File: src/rtl/axi_burst_pattern_tester.sv
// AXI4-Lite controlled AXI4 burst generator/checker: writes a seed-based incrementing
// pattern as one INCR burst and reads it back with beat-by-beat comparison.
//
// Handshake rule on every channel: a transfer happens on the rising clock edge where
// valid and ready are both high. A valid, once raised, holds its payload steady until
// that edge.
module axi_burst_pattern_tester #(
    parameter int ADDR_WIDTH      = 32,
    parameter int MSTR_ADDR_WIDTH = 32,
    parameter int MSTR_DATA_WIDTH = 32,
    parameter int MSTR_STRB_WIDTH = MSTR_DATA_WIDTH/8,
    parameter int MSTR_ID_WIDTH   = 4,
    parameter int MAX_BURST       = 16
) (
    input  logic                       i_axi_clk,
    input  logic                       i_axi_rst_n,
    // AXI4-Lite control slave
    input  logic                       i_awvalid,
    output logic                       o_awready,
    input  logic [ADDR_WIDTH-1:0]      i_awaddr,
    input  logic                       i_wvalid,
    output logic                       o_wready,
    input  logic [31:0]                i_wdata,
    input  logic [3:0]                 i_wstrb,
    output logic                       o_bvalid,
    input  logic                       i_bready,
    output logic [1:0]                 o_bresp,
    input  logic                       i_arvalid,
    output logic                       o_arready,
    input  logic [ADDR_WIDTH-1:0]      i_araddr,
    output logic                       o_rvalid,
    input  logic                       i_rready,
    output logic [1:0]                 o_rresp,
    output logic [31:0]                o_rdata,
    // AXI4 master
    output logic [MSTR_ADDR_WIDTH-1:0] axi_awaddr,
    output logic [MSTR_ID_WIDTH-1:0]   axi_awid,
    output logic [7:0]                 axi_awlen,
    output logic [2:0]                 axi_awsize,
    output logic [1:0]                 axi_awburst,
    output logic                       axi_awvalid,
    input  logic                       axi_awready,
    output logic [MSTR_DATA_WIDTH-1:0] axi_wdata,
    output logic [MSTR_STRB_WIDTH-1:0] axi_wstrb,
    output logic                       axi_wlast,
    output logic                       axi_wvalid,
    input  logic                       axi_wready,
    input  logic [1:0]                 axi_bresp,
    input  logic [MSTR_ID_WIDTH-1:0]   axi_bid,
    input  logic                       axi_bvalid,
    output logic                       axi_bready,
    output logic [MSTR_ADDR_WIDTH-1:0] axi_araddr,
    output logic [MSTR_ID_WIDTH-1:0]   axi_arid,
    output logic [7:0]                 axi_arlen,
    output logic [2:0]                 axi_arsize,
    output logic [1:0]                 axi_arburst,
    output logic                       axi_arvalid,
    input  logic                       axi_arready,
    input  logic [MSTR_DATA_WIDTH-1:0] axi_rdata,
    input  logic [MSTR_ID_WIDTH-1:0]   axi_rid,
    input  logic [1:0]                 axi_rresp,
    input  logic                       axi_rlast,
    input  logic                       axi_rvalid,
    output logic                       axi_rready,
    // FSM state for observation
    output logic [2:0]                 dbg_state
);

    typedef enum logic [2:0] {
        S_IDLE   = 3'd0,
        S_W_ADDR = 3'd1,
        S_W_DATA = 3'd2,
        S_W_RESP = 3'd3,
        S_R_ADDR = 3'd4,
        S_R_DATA = 3'd5
    } state_t;

    localparam logic [2:0] BEAT_SIZE = 3'($clog2(MSTR_STRB_WIDTH));
    localparam logic [7:0] LEN_MAX   = 8'(MAX_BURST - 1);

    state_t      state;
    logic [31:0] reg_addr;
    logic [7:0]  reg_len;
    logic [31:0] reg_seed;
    logic [31:0] run_addr;
    logic [7:0]  run_len;
    logic [31:0] run_seed;
    logic        rd_pending;
    logic [8:0]  beat;
    logic        done;
    logic        mismatch;
    logic        resp_err;
    logic [15:0] mis_count;
    logic [8:0]  first_bad;
    logic        rd_ready_en;

    // ------------------------------------------------------------------
    // Lite write path
    // ------------------------------------------------------------------
    logic       wr_hs;
    logic [2:0] wr_sel;
    logic       ctrl_wr;
    logic       cmd_wr;
    logic       cmd_rd;
    logic       cmd_clr;

    assign wr_hs   = o_awready && i_awvalid && i_wvalid;
    assign wr_sel  = i_awaddr[4:2];
    assign ctrl_wr = wr_hs && (wr_sel == 3'd0) && i_wstrb[0];
    assign cmd_wr  = ctrl_wr && i_wdata[0];
    assign cmd_rd  = ctrl_wr && i_wdata[1];
    assign cmd_clr = ctrl_wr && i_wdata[2];
    assign o_bresp = 2'b00;

    function automatic logic [31:0] merge_bytes(input logic [31:0] old_val,
                                                input logic [31:0] new_val,
                                                input logic [3:0]  strb);
        logic [31:0] res;
        res = old_val;
        for (int b = 0; b < 4; b++) begin
            if (strb[b]) res[8*b +: 8] = new_val[8*b +: 8];
        end
        return res;
    endfunction

    always_ff @(posedge i_axi_clk or negedge i_axi_rst_n) begin
        if (!i_axi_rst_n) begin
            o_awready <= 1'b0;
            o_wready  <= 1'b0;
            o_bvalid  <= 1'b0;
            reg_addr  <= '0;
            reg_len   <= '0;
            reg_seed  <= '0;
        end else begin
            // One-cycle accept pulse; the !o_awready term stops a second accept
            // of the same request on the cycle the handshake completes.
            o_awready <= i_awvalid && i_wvalid && !o_bvalid && !o_awready;
            o_wready  <= i_awvalid && i_wvalid && !o_bvalid && !o_awready;
            if (wr_hs) begin
                o_bvalid <= 1'b1;
                case (wr_sel)
                    3'd2: reg_addr <= merge_bytes(reg_addr, i_wdata, i_wstrb);
                    3'd3: begin
                        if (i_wstrb[0])
                            reg_len <= (i_wdata[7:0] > LEN_MAX) ? LEN_MAX : i_wdata[7:0];
                    end
                    3'd4: reg_seed <= merge_bytes(reg_seed, i_wdata, i_wstrb);
                    default: ;
                endcase
            end else if (o_bvalid && i_bready) begin
                o_bvalid <= 1'b0;
            end
        end
    end

    // ------------------------------------------------------------------
    // Lite read path
    // ------------------------------------------------------------------
    logic        rd_hs;
    logic [31:0] rd_mux;
    logic        busy;

    assign busy      = (state != S_IDLE);
    assign o_arready = rd_ready_en && !o_rvalid;
    assign rd_hs     = o_arready && i_arvalid;
    assign o_rresp   = 2'b00;

    always_comb begin
        rd_mux = 32'h0;
        case (i_araddr[4:2])
            3'd1: rd_mux = {mis_count, 12'h000, resp_err, mismatch, done, busy};
            3'd2: rd_mux = reg_addr;
            3'd3: rd_mux = {24'h0, reg_len};
            3'd4: rd_mux = reg_seed;
            3'd5: rd_mux = {23'h0, first_bad};
            default: rd_mux = 32'h0;
        endcase
    end

    always_ff @(posedge i_axi_clk or negedge i_axi_rst_n) begin
        if (!i_axi_rst_n) begin
            rd_ready_en <= 1'b0;
            o_rvalid    <= 1'b0;
            o_rdata     <= '0;
        end else begin
            rd_ready_en <= 1'b1;
            if (rd_hs) begin
                o_rvalid <= 1'b1;
                o_rdata  <= rd_mux;
            end else if (o_rvalid && i_rready) begin
                o_rvalid <= 1'b0;
            end
        end
    end

    // ------------------------------------------------------------------
    // Pattern and master address fields
    // ------------------------------------------------------------------
    logic [31:0]                exp_word;
    logic [MSTR_DATA_WIDTH-1:0] pattern_wide;
    logic [63:0]                addr_ext;

    assign exp_word = run_seed + {23'h0, beat};
    assign addr_ext = {32'h0, run_addr};

    always_comb begin
        pattern_wide       = '0;
        pattern_wide[31:0] = exp_word;
    end

    assign axi_awaddr  = addr_ext[MSTR_ADDR_WIDTH-1:0];
    assign axi_araddr  = addr_ext[MSTR_ADDR_WIDTH-1:0];
    assign axi_awlen   = run_len;
    assign axi_arlen   = run_len;
    assign axi_awsize  = BEAT_SIZE;
    assign axi_arsize  = BEAT_SIZE;
    assign axi_awburst = 2'b01;
    assign axi_arburst = 2'b01;
    assign axi_awid    = '0;
    assign axi_arid    = '0;
    assign axi_wstrb   = '1;
    assign axi_wdata   = pattern_wide;
    assign dbg_state   = state;

    // Read beat classification: bad data, rlast on the wrong beat, or a beat past LEN.
    logic beat_over;
    logic last_bad;
    logic beat_bad;

    assign beat_over = beat > {1'b0, run_len};
    assign last_bad  = axi_rlast ? (beat != {1'b0, run_len}) : beat_over;
    assign beat_bad  = (axi_rdata != pattern_wide) || last_bad;

    // ------------------------------------------------------------------
    // Burst sequencer
    // ------------------------------------------------------------------
    always_ff @(posedge i_axi_clk or negedge i_axi_rst_n) begin
        if (!i_axi_rst_n) begin
            state       <= S_IDLE;
            axi_awvalid <= 1'b0;
            axi_wvalid  <= 1'b0;
            axi_wlast   <= 1'b0;
            axi_bready  <= 1'b0;
            axi_arvalid <= 1'b0;
            axi_rready  <= 1'b0;
            beat        <= '0;
            run_addr    <= '0;
            run_len     <= '0;
            run_seed    <= '0;
            rd_pending  <= 1'b0;
            done        <= 1'b0;
            mismatch    <= 1'b0;
            resp_err    <= 1'b0;
            mis_count   <= '0;
            first_bad   <= '0;
        end else begin
            case (state)
                S_IDLE: begin
                    if (cmd_clr) begin
                        done      <= 1'b0;
                        mismatch  <= 1'b0;
                        resp_err  <= 1'b0;
                        mis_count <= '0;
                        first_bad <= '0;
                    end
                    if (cmd_wr || cmd_rd) begin
                        run_addr   <= reg_addr;
                        run_len    <= reg_len;
                        run_seed   <= reg_seed;
                        beat       <= '0;
                        done       <= 1'b0;
                        rd_pending <= cmd_wr && cmd_rd;
                        if (cmd_wr) begin
                            state       <= S_W_ADDR;
                            axi_awvalid <= 1'b1;
                        end else begin
                            state       <= S_R_ADDR;
                            axi_arvalid <= 1'b1;
                        end
                    end
                end
                S_W_ADDR: begin
                    if (axi_awready) begin
                        axi_awvalid <= 1'b0;
                        axi_wvalid  <= 1'b1;
                        axi_wlast   <= (run_len == 8'd0);
                        beat        <= '0;
                        state       <= S_W_DATA;
                    end
                end
                S_W_DATA: begin
                    if (axi_wready) begin
                        if (axi_wlast) begin
                            axi_wvalid <= 1'b0;
                            axi_wlast  <= 1'b0;
                            axi_bready <= 1'b1;
                            state      <= S_W_RESP;
                        end else begin
                            beat      <= beat + 9'd1;
                            axi_wlast <= ((beat + 9'd1) == {1'b0, run_len});
                        end
                    end
                end
                S_W_RESP: begin
                    if (axi_bvalid) begin
                        axi_bready <= 1'b0;
                        if (axi_bresp != 2'b00) resp_err <= 1'b1;
                        if (rd_pending) begin
                            rd_pending  <= 1'b0;
                            axi_arvalid <= 1'b1;
                            state       <= S_R_ADDR;
                        end else begin
                            done  <= 1'b1;
                            state <= S_IDLE;
                        end
                    end
                end
                S_R_ADDR: begin
                    if (axi_arready) begin
                        axi_arvalid <= 1'b0;
                        axi_rready  <= 1'b1;
                        beat        <= '0;
                        state       <= S_R_DATA;
                    end
                end
                S_R_DATA: begin
                    if (axi_rvalid) begin
                        if (axi_rresp != 2'b00) resp_err <= 1'b1;
                        if (beat_bad) begin
                            mismatch <= 1'b1;
                            if (!mismatch) first_bad <= beat;
                            if (mis_count != 16'hFFFF) mis_count <= mis_count + 16'd1;
                        end
                        if (axi_rlast || beat_over) begin
                            axi_rready <= 1'b0;
                            done       <= 1'b1;
                            state      <= S_IDLE;
                        end else begin
                            beat <= beat + 9'd1;
                        end
                    end
                end
                default: state <= S_IDLE;
            endcase
        end
    end

    // Address bits above [4:2] and response IDs carry no information here.
    logic unused_bits;
    assign unused_bits = ^{i_awaddr, i_araddr, axi_bid, axi_rid, addr_ext};

endmodule

File: config.mk
export PLATFORM = sky130hd
export DESIGN_NAME = axi_burst_pattern_tester
export DESIGN_NICKNAME = d
export VERILOG_FILES = /design/src/rtl/axi_burst_pattern_tester.sv
export SDC_FILE = /design/constraint.sdc
export NUM_CORES = 1
export LEC_CHECK = 0
export ABC_CLOCK_PERIOD_IN_PS = 5220
export CAP_MARGIN = 5
export CORE_ASPECT_RATIO = 1.25
export CORE_MARGIN = 2
export CORE_UTILIZATION = 29
export DETAILED_ROUTE_END_ITERATION = 6
export GPL_TIMING_DRIVEN = 0
export PLACE_DENSITY = 0.64
export SLEW_MARGIN = 10
export SYNTH_ARGS = -nofsm -noshare
export SYNTH_HDL_FRONTEND = slang
export SYNTH_SLANG_ARGS = --single-unit
File: constraint.sdc
create_clock -name i_axi_clk -period 5.22 [get_ports i_axi_clk]
set_input_delay 0.522 -clock i_axi_clk [delete_from_list [all_inputs] [get_ports i_axi_clk]]
set_output_delay 0.522 -clock i_axi_clk [all_outputs]
set_load 0.1 [all_outputs]
==> flow_summary.ini <==
[timing]
period_needed_ns = 4.96
slew_headroom_pct = 24.4
hold_viol_final = 0
final.setup_skew_ns = 0.00817
slew_viol_final = 0
final.setup.worst_slack_ns = 0.260
worst_hold_slack_ns = 0.397
period_share_pct = 95.0
setup_viol = 0
rsz0062_at_grt = false
max_freq_mhz = 202
tightest_slew_ns = 1.13

[worst_setup_path]
worstPathRequired_ns = 4.70
cp.depth = 9
crit_type = reg -> out
arrival_ns = 4.44
slowest_stage = clkdlybuf4s50_1
endpoint_kind = output port
r2r_setup_slack_ns = 0.45
reg2regPathDepth = 15
critPathMostFrequentCell = a21o_1
critical-path-max-stage-delay_ns = 1.19
cp_cell_sequence = ha_1 > nand3_1 > a21o_1 > a21o_1 > buf_2 > a21o_1 > nor4_1 > xnor2_1 > clkdlybuf4s50_1
path_delay_family = buffers and inverters
cp.buffers_inverters = 2
r2r-start = beat[0]
r2r_end = mis_count[8]
critPathLaunchType = flop
crit_fanout = 9

[cells_and_area]
regArea_um2 = 5680
postLayoutCellArea_um2 = 16800
multi_input_area_um2 = 6180
final_common_cell = clkdlybuf4s50_1
fill_cells = 4279
fin_nets = 1700
area_growth_pct = 33.5
layout_common_cells = clkdlybuf4s50_1, dfrtp_1, mux2_2
drive_above_1_share_pct = 18.1

[drt]
wire_per_inst_um = 19.8
drtPass1Iterations = 5
via_per_inst = 5.01
drt-total-wl_um = 41800
drt_iter0_drc = 648
via_count = 10546
drtAntennaViolNets = 0
drc = 0

[synthesis]
yosysTopAreaCellShare_pct = 45.2
synth-xor-area-share_pct = 5.31
synth_compound_area_share_pct = 14.2
synthMuxAreaShare_pct = 14.0
yosysWarnings = 0
synth_edf_count = 0
async_reset_ff_share_pct = 100
synth_top_flop_cell = dfrtp_1
synth_top_family_by_area = compound AO/OA/AOI/OAI gates
synthAdderAreaFrac_pct = 2.05
synth.distinct_cells = 74
synthTopCellsByArea = dfrtp_1, mux2_2, buf_4
synth.avg_cell_area_um2 = 10.3
synth_simple_gate_area_share_pct = 12.7
netlist_area_um2 = 12600
seq_area_frac_synth_pct = 45.2
synth_seq_cells = 227
synth_cells = 1221
synth_largest_area_cell = dfrtp_1

[clocking]
clk_latency_ns = 0.52
cts_tree = done
clock-sinks = 227
cts_max_level = 1
root_buffer = clkbuf_16
max-clock-path-buffers = 3
clkTransAtPathRegs_ns = 0.06
cts_made_buffers = 24

[floorplan]
num_rows = 85
initial_utilization_pct = 29.3
die_area_um2 = 45000
die_w_um = 190
coreArea_um2 = 43000
ioPinCount = 341
die_h_um = 237

[placed_design]
gp_congestion = 0.898
pre_cts_ws_ns = 0.285
numPortBuffers = 247
hpwl_um = 32500
place_area_um2 = 15900

[power]
p_leak_nw = 7.38
power.density_nw_per_um2 = 316
finalPower_mw = 5.30
ir_worst_vdd_v = 0.000223

[global_routing]
grt_overflow_total = 0
grt_start_max_net_pins = 112
grt_pass1_vias = 10431
grt_pass1_wl_um = 63100
grt.total_usage_pct = 18.2
antenna_found_initial = 2

[status]
status = finished, final reports clean

[hold_path]
hold_class = in -> async

[job]
max_cap_violations = 0
==> final cells by class <==
| type | count | share of cell area, % |
|---|---|---|
| Antenna cell | 1 | 0.0149 |
| Buffer | 125 | 4.42 |
| Clock buffer | 38 | 4.44 |
| Clock inverter | 4 | 0.567 |
| Inverter | 20 | 0.447 |
| Multi-Input combinational cell | 874 | 36.8 |
| Sequential cell | 227 | 33.9 |
| Tap cell | 565 | 4.21 |
| Timing Repair Buffer | 251 | 15.2 |
==> worst reg2reg max path, cell delays in order, from the launching register on <==
cell and delay [ns]:
dfrtp_1 0.48, ha_1 0.26, fa_1 0.42, xor2_1 0.40, xor2_1 0.14, a2111oi_1 0.49
o2111ai_1 0.19, nor4_1 0.28, o2111ai_1 0.20, nor4b_1 0.51, nand4_1 0.16, or3_1 0.39
buf_2 0.22, nor3b_4 0.22, buf_6 0.18, o21ai_1 0.16
==> how the worst max path moves through the flow <==
stage / startpoint / to / slack [ns]
2_1_floorplan: beat[0] / mis_count[10] / 0.18
3_3_place_gp: i_axi_rst_n / axi_araddr[8] / -6.19
3_5_place_dp: beat[0] / mis_count[8] / 0.28
4_1_cts: beat[7] / axi_wdata[28] / 0.03
5_1_grt: beat[2] / axi_wdata[29] / 0.03
6_report: beat[2] / axi_wdata[29] / 0.26
==> cells by family after synthesis <==
group	after synthesis
AOI/OAI and AO/OA	259
xor gates and xnor gates	73
adders and majority gates	20
buffers and inverters	145
DFF	227
muxes	158
other	2
and+or+nand+nor	337
==> power by group <==
part	total [mW]	internal, mW	leakage (nW)	switching (mW)
Sequential	2.01	1.88	3.10	0.135
Clock	1.83	1.12	0.412	0.708
Combinational	1.46	0.428	3.87	1.03
Total	5.30	3.42	7.38	1.87
==> stage by stage <==
stage               cells  util, %   TNS, ns
floorplan            1246        -         0
global placement     2058     36.9  -1400.72
detailed placement   2061     37.1         0
CTS                  2104     39.0         0
global route         2105     39.1         0
finish               2105     39.1         0
==> flip-flops by register name, summed over array words and instances (netlist names), 8 cells and up <==
| register | cells |
|---|---|
| run_seed | 32 |
| axi_arlen | 8 |
| first_bad | 9 |
| axi_araddr | 32 |
| mis_count | 16 |
| reg_len | 8 |
| beat | 9 |
| o_rdata | 32 |
| reg_addr | 32 |
| reg_seed | 32 |
==> timing repair <==
action,in CTS,in global routing
hold buffers,1,0
resized for setup,0,2
buffers inserted,0,0
endpoints found under the setup margin,0,5
hold endpoints to repair,10,0
==> routing by layer <==
layer	share of wire, %	track usage [%]
met1	41	22.9
met2	48	30.4
met3	5.6	2.45
met4	5.1	9.14
met5	0.031	0
==> cells in the mapped netlist (all sizes together), types with 26 or more instances <==
cell type,n
a21oi,52
mux2,142
clkbuf,47
nand2,114
o21ai,69
xor2,26
xnor2,45
nor2,84
dfrtp,227
buf,78
(Power assumes the default switching activity.)
